$ cat config.mk
export PLATFORM = sky130hd
export DESIGN_NAME = rf_writeback_queue
export DESIGN_NICKNAME = d
export VERILOG_FILES = /design/src/rtl/rf_pkg.sv /design/src/rtl/rf_fwd_match.sv /design/src/rtl/rf_writeback_queue.sv
export SDC_FILE = /design/constraint.sdc
export NUM_CORES = 1
export LEC_CHECK = 0
export ABC_CLOCK_PERIOD_IN_PS = 6500
export CORE_UTILIZATION = 29
export DETAILED_ROUTE_END_ITERATION = 7
export DONT_BUFFER_PORTS = 1
export PLACE_DENSITY_LB_ADDON = 0.05
export REMOVE_ABC_BUFFERS = 1
export SYNTH_ARGS = -nofsm -noshare
export SYNTH_HDL_FRONTEND = slang
export SYNTH_SLANG_ARGS = --single-unit
$ cat constraint.sdc
create_clock -name clk -period 6.5 [get_ports clk]
set_clock_uncertainty 0.15 [all_clocks]
set_input_delay 1.3 -clock clk [delete_from_list [all_inputs] [get_ports clk]]
set_output_delay 1.3 -clock clk [all_outputs]
set_load 0.05 [all_outputs]
$ cat src/rtl/rf_pkg.sv
// rf_pkg: shared constants and the writeback entry type for the register file front end.
package rf_pkg;
  localparam int RF_AW = 5;
  localparam int RF_DW = 32;
  localparam logic [RF_AW-1:0] RF_ZERO_REG = '0;
  typedef struct packed {
    logic valid;
    logic [RF_AW-1:0] dest;
    logic [RF_DW-1:0] data;
  } wb_entry_t;
endpackage

$ cat src/rtl/rf_fwd_match.sv
// rf_fwd_match: youngest-match search over the pending writeback entries for one read port.
module rf_fwd_match
  import rf_pkg::*;
#(
  parameter int DEPTH = 4,
  parameter int PW = $clog2(DEPTH)
) (
  input  wb_entry_t          ent [DEPTH],
  input  logic [PW-1:0]      tail,
  input  logic [RF_AW-1:0]   sel,
  output logic               hit,
  output logic [RF_DW-1:0]   data
);
  // Walk from oldest (tail-DEPTH) to youngest (tail-1) so the youngest match wins.
  always_comb begin
    hit = 1'b0;
    data = '0;
    for (int k = DEPTH; k >= 1; k--)
      if (sel != RF_ZERO_REG && ent[PW'(tail - PW'(k))].valid && ent[PW'(tail - PW'(k))].dest == sel) begin
        hit = 1'b1;
        data = ent[PW'(tail - PW'(k))].data;
      end
  end
endmodule

$ cat src/rtl/rf_writeback_queue.sv
// rf_writeback_queue: in-order writeback FIFO feeding the register file write port, with two forwarding lookups.
module rf_writeback_queue
  import rf_pkg::*;
#(
  parameter int DEPTH = 4,
  parameter int AW = RF_AW,
  parameter int DW = RF_DW
) (
  input  logic                       clk,
  input  logic                       rst,
  input  logic                       wb_valid,
  output logic                       wb_ready,
  input  logic [AW-1:0]              wb_dest,
  input  logic [DW-1:0]              wb_data,
  output logic                       rf_en,
  output logic                       rf_write,
  output logic [AW-1:0]              rf_sel,
  output logic [DW-1:0]              rf_data,
  input  logic                       rf_grant,
  input  logic [AW-1:0]              fwd_sel_a,
  output logic                       fwd_hit_a,
  output logic [DW-1:0]              fwd_data_a,
  input  logic [AW-1:0]              fwd_sel_b,
  output logic                       fwd_hit_b,
  output logic [DW-1:0]              fwd_data_b,
  output logic [$clog2(DEPTH):0]     count,
  output logic                       idle
);
  localparam int PW = $clog2(DEPTH);
  localparam int CW = PW + 1;
  wb_entry_t ent [DEPTH];
  logic [PW-1:0] head, tail;
  logic push, pop;
  assign wb_ready = count < CW'(DEPTH);
  assign idle = count == '0;
  assign rf_write = !idle;
  assign rf_en = rf_write;
  assign rf_sel = rf_write ? ent[head].dest : '0;
  assign rf_data = rf_write ? ent[head].data : '0;
  // Writes to register 0 complete the handshake but are dropped.
  assign push = wb_valid && wb_ready && wb_dest != RF_ZERO_REG;
  assign pop = rf_write && rf_grant;
  always_ff @(posedge clk or negedge rst)
    if (!rst) begin
      head <= '0;
      tail <= '0;
      count <= '0;
      for (int i = 0; i < DEPTH; i++) ent[i] <= '0;
    end else begin
      if (pop) ent[head].valid <= 1'b0;
      if (push) ent[tail] <= '{valid: 1'b1, dest: wb_dest, data: wb_data};
      head <= head + PW'(pop);
      tail <= tail + PW'(push);
      count <= count + CW'(push) - CW'(pop);
    end
  rf_fwd_match #(.DEPTH(DEPTH)) u_fwd_a (
    .ent(ent), .tail(tail), .sel(fwd_sel_a), .hit(fwd_hit_a), .data(fwd_data_a)
  );
  rf_fwd_match #(.DEPTH(DEPTH)) u_fwd_b (
    .ent(ent), .tail(tail), .sel(fwd_sel_b), .hit(fwd_hit_b), .data(fwd_data_b)
  );
endmodule

# == Word-level counts from Yosys, hierarchy flattened ==
# Index checks and enable logic that the tools add are counted.
# word_totals
ff_bits,159
in_bits,51
out_inout_bits,110
# op_classes
addsub,7
magnitude_cmp,8
eq_ne,8
muxes,41
bitwise_logic,5
n_reduce_logical,26
# op_table
op,n
binary-select mux 38 bit (select 2 bit),5
two-way mux 38 bit,10
bitwise mux 152 bit,2
two-way mux 152 bit,2
two-way mux 32 bit,9
demux 38 bit (select 2 bit),2
two-way mux 37 bit,2
equality test 5 bit,8
logical AND 1 bit,21
greater-or-equal comparator 3 bit (second input constant),5
inverter 2 -> 3 bit,5
nonzero test 5 bit,3
two-way mux 1 bit,8
< comparator 3 x 1 -> 1 bit (second input constant),2
two-way mux 5 bit,1
adder 2 x 1 -> 2 bit,2
subtractor 2 bit (second input constant),2
adder 3 x 1 -> 3 bit,1
logical NOT 3 bit,1
< comparator 3 bit (second input constant),1
subtractor 3 x 1 -> 3 bit,1
subtractor 2 x 1 -> 2 bit (second input constant),1
logical NOT 1 bit,1

# == Logic depth before layout (Yosys ltp) ==
# Gate-level depths: netlist (run 1).
# depth
word_depth,10
depth_mapped,17
depth_no_buf,10

# == By module ==
# From an unflattened synthesis (run 1), not the netlist that was laid out.
# hier_totals
cells_unflattened,1801
hier_area_um2,17406.7
# modules_own_cells
module,n_inst,cells_each,area_each_um2
rf_fwd_match,2,675,5102.4
rf_writeback_queue,1,451,7201.9

# == Worst setup path before layout (run 1) ==
# OpenSTA, ideal clock, no wires.
# synth_timing
path_type,register -> output
from,register tail[1]
to,output fwd_data_b[15]
arrival_time_ns,4.640
required_time_ns,5.050
setup_slack_ns,0.410
stages_incl_launch_ff,16
path_buffers,7
path_cell_list,dfrtp_1 > buf_2 > buf_1 > buf_1 > inv_1 > ha_1 > buf_6 > buf_8 > mux4_2 > xnor2_1 > nand3_2 > or2_1 > buf_6 > clkbuf_1 > a31oi_1 > a211oi_1
# synth_via
elab_chain_cells,10
elab_cells_between_ends,35
# synth_lines
element,line,source
start: declaration,rf_writeback_queue.sv:32,"logic [PW-1:0] head, tail;"
start signal: assignment,rf_writeback_queue.sv:53,tail <= tail + PW'(push);
subtractor 2 bit or inverter 2 -> 3 bit (tied branches),"rf_fwd_match.sv:19, rf_fwd_match.sv:21",
inverter 2 -> 3 bit (implied by the code) or binary-select mux 38 bit (select 2 bit) (tied branches),"rf_fwd_match.sv:19, rf_fwd_match.sv:21",
binary-select mux 38 bit (select 2 bit) or two-way mux 38 bit (tied branches),"rf_fwd_match.sv:19, rf_fwd_match.sv:21",
two-way mux 38 bit (on tied branches),"rf_fwd_match.sv:19, rf_fwd_match.sv:21",
two-way mux 38 bit (implied by the code) (tied with other cells),rf_fwd_match.sv:19,if (sel != RF_ZERO_REG && ent[PW'(tail - PW'(k))].valid && ent[PW'(tail - PW'(k))].dest == sel) begin
equality test 5 bit or logical AND 1 bit (tied branches),rf_fwd_match.sv:19,
logical AND 1 bit or two-way mux 32 bit (tied branches),rf_fwd_match.sv:19,
two-way mux 32 bit (2 in a row),rf_fwd_match.sv:19,
two-way mux 32 bit (*),rf_fwd_match.sv:19,
end: declaration,rf_writeback_queue.sv:25,"output logic [DW-1:0] fwd_data_b,"
# Mark *: on every way between the ends. The rest lies on a longest branch, timed or not. The select of a mux whose other input is x is not followed.

# == Final worst setup path (run 1) ==
# layout_timing
from,register tail[0]
to,output fwd_data_a[19]
# layout_via
elab_chain_cells,10
elab_cells_between_ends,35
# layout_lines
element,line,source
subtractor 2 bit or inverter 2 -> 3 bit (tied branches),"rf_fwd_match.sv:19, rf_fwd_match.sv:21",
inverter 2 -> 3 bit (implied by the code) or binary-select mux 38 bit (select 2 bit) (tied branches),"rf_fwd_match.sv:19, rf_fwd_match.sv:21",
binary-select mux 38 bit (select 2 bit) or two-way mux 38 bit (tied branches),"rf_fwd_match.sv:19, rf_fwd_match.sv:21",
two-way mux 38 bit (on tied branches),"rf_fwd_match.sv:19, rf_fwd_match.sv:21",
two-way mux 38 bit (implied by the code) (tied with other cells),rf_fwd_match.sv:19,
equality test 5 bit or logical AND 1 bit (tied branches),rf_fwd_match.sv:19,
logical AND 1 bit or two-way mux 32 bit (tied branches),rf_fwd_match.sv:19,
two-way mux 32 bit (2 in a row),rf_fwd_match.sv:19,
two-way mux 32 bit (*),rf_fwd_match.sv:19,
end: declaration,rf_writeback_queue.sv:22,"output logic [DW-1:0] fwd_data_a,"
# Marks and branches as above.

==> summary.txt, run 1 <==
Status
  • Status: finished clean

Die
  • Full die area: between 40000 and 50000 sq um
  • Width of the die: 219 um
  • Die Y: between 200 and 250 um
  • Initial Util: 29.4%
  • Top-level port count: 161
  • Row cnt: just under 80
  • Core area: 46600 sq um

Timing
  • Worst slew pin tran: 1120 ps
  • Slew headroom: 25.2%
  • Final Hold Viols: 0
  • Hold slack: 348 ps
  • Fmax: between 0.15 and 0.2 GHz
  • Crit path time final: a little over 6000 ps
  • Setup Viol. Count Final: 0
  • RSZ-0062 raised after global routing: false
  • Final critical-path share of the clock period: between 90 and 100%
  • Slew Limit Fails: 0

Critical path
  • Setup crit end kind: output port
  • Worst path required time: 5050 ps
  • Crit path launch type: flop
  • CP arrival: around 4800 ps
  • R2r worst-path depth: 5
  • Reg2Reg Launch Point: count[2]
  • R2r setup slk: 3010 ps
  • Crit path kind: reg2out
  • Reg2reg end: ent[80]
  • Crit-path max FO: 32

Finish
  • Share of cells above drive strength 1: 44.4%
  • P&R area growth vs syn: 13.0%
  • FILL cells: approximately 4700
  • Commonest non-fill, non-tap cell in the layout: mux4_2
  • Final nets: 1211
  • Most frequent cells in the layout: mux4_2, mux2_2, dfrtp_1

Clocking
  • CTS clk-pin slew, worst paths: 70 ps
  • CTS tree: yes
  • Clock sink count: 159
  • CTS HTree Levels: 4
  • Hold_buf cts: 0
  • Post-cts gate resize count: 0
  • Total CTS buffers: 17
  • Clock Latency Late Sink: about 500 ps
  • Setup bufs post-CTS: 0
  • CTS max path bufs: 2
  • Root Driver: clkbuf_16

Logic synthesis
  • Ys async rst share: 100%
  • Synthesized cell area: 13700 sq um
  • YS warnings: 0
  • Synth cell types: 47
  • Post-synth EDFFs: 0
  • Sequential fraction of the synthesis area: 29.0%
  • Prevailing post-synth register cell: dfrtp_1
  • Mapped Cells: 1161
  • Largest cells by area after synthesis: dfrtp_1, mux4_2, mux2_2
  • Flops & latches, synth: 159
  • Avg Inst Size Synth: roughly 12 sq um
  • Synth area leader: dfrtp_1
  • Synth top area share: 29.0%

Hold path
  • Worst Hold Class: in2async

Global route
  • Global-route wire length before repair: 75400 um
  • Number of global-route vias before repair: 10900
  • Grt total ovfl: 0
  • Largest net degree at the start of global routing: 160
  • GRT Util Overall: 21.8%
  • Initial antenna violation count: 0

Placement
  • Routability cong.: 0.780
  • Hpwl dp: 31500 um
  • PortBufs: 0

Drt
  • DR vias: 10600
  • DRT Wirelength: 50700 um
  • DRC: 0
  • Wirelength per Cell: 28.6 um
  • DRT Pass-1 Iters: 4
  • Iter 0 DRT Violations: 600
  • Drt via density: 5.96
  • Post-DRT Antenna Nets: 0

Flow run
  • Max cap viols: 0
-- worst max-delay path: stages (launching register included) --
cell and delay [ps]:
dfrtp_4 700, inv_1 160, ha_4 460, buf_4 480, mux4_2 420, nand3_2 360
or2_2 900, a311oi_1 210, o21ai_1 320, buf_4 260
-- cell type report --
class	count	area [sq um]	share of cell area, %
Timing Repair Buffer	98	886	5.73
Multi-Input combinational cell	850	9170	59.2
Tap cell	607	759	4.91
Antenna cell	1	2.50	0.0162
Inverter	25	93.8	0.607
Clock inverter	15	148	0.954
Sequential cell	159	3990	25.8
Clock buffer	17	425	2.75
-- sequential cells by signal, indices dropped and copies added (netlist names) --
| register | count |
|---|---|
| count | 3 |
| tail | 2 |
| head | 2 |
| ent | 152 |
-- worst max path at each step --
stage | end | slack (ps) | from | cells past startpoint
after CTS | fwd_data_a[4] | 190 | tail[0] | 9
after global placement | fwd_data_a[26] | 810 | tail[0] | 9
after detailed placement | fwd_data_a[4] | 710 | tail[0] | 9
after global routing | fwd_data_a[19] | 20 | tail[0] | 9
final | fwd_data_a[19] | 260 | tail[0] | 9
after floorplan | fwd_data_b[24] | -8400 | tail[0] | 8
-- per-stage QoR --
step | setup slack (ps) | setup TNS, ps | utilization (%) | instances | area (sq um)
after floorplan | -8400 | -756650 | - | 1034 | 13100
after global placement | 806 | 0 | 32.0 | 1739 | 14900
after CTS | 187 | 0 | 33.2 | 1771 | 15500
after detailed placement | 714 | 0 | 32.0 | 1739 | 14900
after global routing | 19.8 | 0 | 33.2 | 1771 | 15500
final | 263 | 0 | 33.2 | 1772 | 15500
-- cell families after synthesis --
group / Yosys count / share of synthesized area (%)
buffers and inverters: 152 / 5.37
xor gates and xnor gates: 45 / 2.93
AOI/OAI and AO/OA: 177 / 8.84
adders and majority gates: 9 / 0.877
DFF: 159 / 29.0
muxes: 359 / 43.7
and+or+nand+nor: 260 / 9.26
-- cells in the mapped netlist (4+ instances only) --
| cell type | n |
|---|---|
| a21oi_1 | 11 |
| or2_1 | 6 |
| o21ai_1 | 19 |
| a311oi_1 | 19 |
| nand2_1 | 71 |
| clkbuf_1 | 56 |
| inv_1 | 25 |
| a311o_1 | 6 |
| buf_1 | 15 |
| buf_2 | 36 |
| buf_4 | 9 |
| buf_6 | 10 |
| o21ai_0 | 36 |
| dfrtp_1 | 159 |
| ha_1 | 8 |
| nand3_1 | 6 |
| nor2_1 | 33 |
| a31oi_1 | 25 |
| mux2_2 | 163 |
| nor3_1 | 86 |
| and2_1 | 37 |
| nor3b_1 | 4 |
| o221ai_1 | 14 |
| nand4_1 | 6 |
| a211oi_1 | 25 |
| a22o_1 | 6 |
| mux4_2 | 172 |
| xnor2_1 | 39 |
| o21a_1 | 7 |
| mux2i_1 | 22 |
| xor2_1 | 5 |
-- layer usage --
| metal | global-route usage, % | share of wire (%) |
|---|---|---|
| met1 | 28.2 | 44 |
| met2 | 36.2 | 49 |
| met3 | 4.38 | 5.2 |
| met4 | 7.06 | 1.9 |
| met5 | 0 | 0 |
Power of run 1 is left out: the tool's default activity adds up to more than one toggle a clock period on the data nets, which glitch-free logic cannot reach.
==> inputs of run 2 (changes only) <==
ABC_CLOCK_PERIOD_IN_PS = 8000   (was 6500)
clock period = 8 ns   (was 6.5 ns; I/O delays follow)
==> summary.txt, run 2 (synthesized netlist as in run 1, its figures left out) <==
Die
  • Row cnt: 79
  • Top-level port count: ~160
  • Die Y: 219 um
  • Core area: around 47000 sq um
  • Width of the die: 219 um
  • Full die area: 48100 sq um
  • Initial Util: 29.4%

Clocking
  • Root Driver: clkbuf_16
  • CTS max path bufs: 2
  • Hold_buf cts: 0
  • CTS HTree Levels: 4
  • Post-cts gate resize count: 0
  • CTS tree: yes
  • Total CTS buffers: 17
  • Clock sink count: 159
  • Clock Latency Late Sink: 500 ps
  • CTS clk-pin slew, worst paths: around 80 ps
  • Setup bufs post-CTS: 0

Critical path
  • R2r setup slk: 4630 ps
  • Setup crit end kind: output port
  • Crit path kind: reg2out
  • Worst path required time: 6250 ps
  • CP max-delay cell: or2_2
  • CP arrival: 5230 ps
  • Crit-path max FO: 39
  • CP max stage delay: ~940 ps
  • Crit path launch type: flop
  • Critical path, cell by cell: inv_1 -> ha_4 -> mux4_1 -> xnor2_1 -> nand4_1 -> or2_2 -> a311oi_1 -> o21ai_1 -> buf_4

Global route
  • GR Util met3: 4.84%
  • Routing usage on met2: 35.8%
  • GR peak layer: met2
  • Global-route wire length before repair: 76300 um
  • Global Route met1 Usage: 28.7%
  • GRT Util Overall: 22.1%
  • Largest net degree at the start of global routing: 160
  • Grt total ovfl: 0
  • Initial antenna violation count: 0
  • Number of global-route vias before repair: 10900

Timing
  • Slew Limit Fails: 0
  • Worst slew pin tran: 1210 ps
  • Final Hold Viols: 0
  • RSZ-0062 raised after global routing: false
  • Final critical-path share of the clock period: 87.3%
  • Slew headroom: about a fifth
  • Setup ws final: 1020 ps
  • Crit path time final: 6980 ps
  • Fmax: 0.143 GHz
  • Setup Viol. Count Final: 0

Drt
  • DRC: 0
  • Drt via density: 5.95
  • Wirelength per Cell: about 29 um
  • Iter 0 DRT Violations: 768
  • DR vias: approximately 10000
  • Post-DRT Antenna Nets: 0
  • DRT Wirelength: 51100 um
  • DRT Pass-1 Iters: 5

Finish
  • FILL cells: 4690
  • P&R area growth vs syn: 12.1%
  • Share of cells above drive strength 1: between 40% and 50%
  • Commonest non-fill, non-tap cell in the layout: mux4_2
  • Biggest register: ent
  • Top Registers: ent (152), count (3)
  • Ant diodes: 0
  • Max reg flops: 152
  • Final nets: 1203
  • Util after Layout: 33.0%
  • Most frequent cells in the layout: mux4_2, mux2_2, dfrtp_1

Flow run
  • Max cap viols: 0

Placement
  • Pre-CTS setup slack: 1530 ps
  • Hpwl dp: 32000 um
  • Routability cong.: 0.781
  • PortBufs: 0

Status
  • Status: finished clean

Hold path
  • Worst Hold Class: reg2reg
==> run 2: cell type report <==
type                       count  area, sq um  area share (%)
tap                          607          759            4.95
inverter                      25         93.8           0.611
clock inverter                14          145           0.945
timing repair buffer          90          763            4.97
multi-input combinational    850         9170            59.7
sequential                   159         3990            26.0
clock buffer                  18          439            2.86
==> run 2: final timing paths <==
path / end / cells past startpoint / start
worst min register to register: ent[113] / 2 / ent[113]
worst max-delay path: fwd_data_a[18] / 9 / tail[1]
worst min-delay path: ent[113] / 2 / ent[113]
min in group asynchronous: ent[0] / 0 / rst
worst max register to register: ent[80] / 5 / count[2]
max in group asynchronous: ent[6] / 0 / rst
==> run 2: critical path: cells and delay by family, from the launching register on <==
kind                       cells  cell delay, ps
xor gates and xnor gates       1             170
adders and majority gates      1             720
and+or+nand+nor                2            1510
muxes                          1             710
DFF                            1             620
buffers and inverters          2             370
AOI/OAI and AO/OA              2             600
==> run 2: per-stage QoR <==
stage          TNS (ps)  hold slack, ps  instance area, sq um  cells
6_report              0             443                 15400   1763
5_1_grt               0             473                 15400   1763
4_1_cts               0             439                 15400   1763
3_5_place_dp          0             422                 14800   1731
2_1_floorplan   -540070             361                 13100   1034
3_3_place_gp          0             410                 14800   1731
==> run 2: layer usage <==
layer / vias to the layer above / part of all wire, %
li1: 4502 / -
met1: 5608 / 43
met2: 304 / 49
met3: 77 / 5.4
met4: 0 / 2.4
met5: - / 0
Power of run 2 is left out for the same reason.
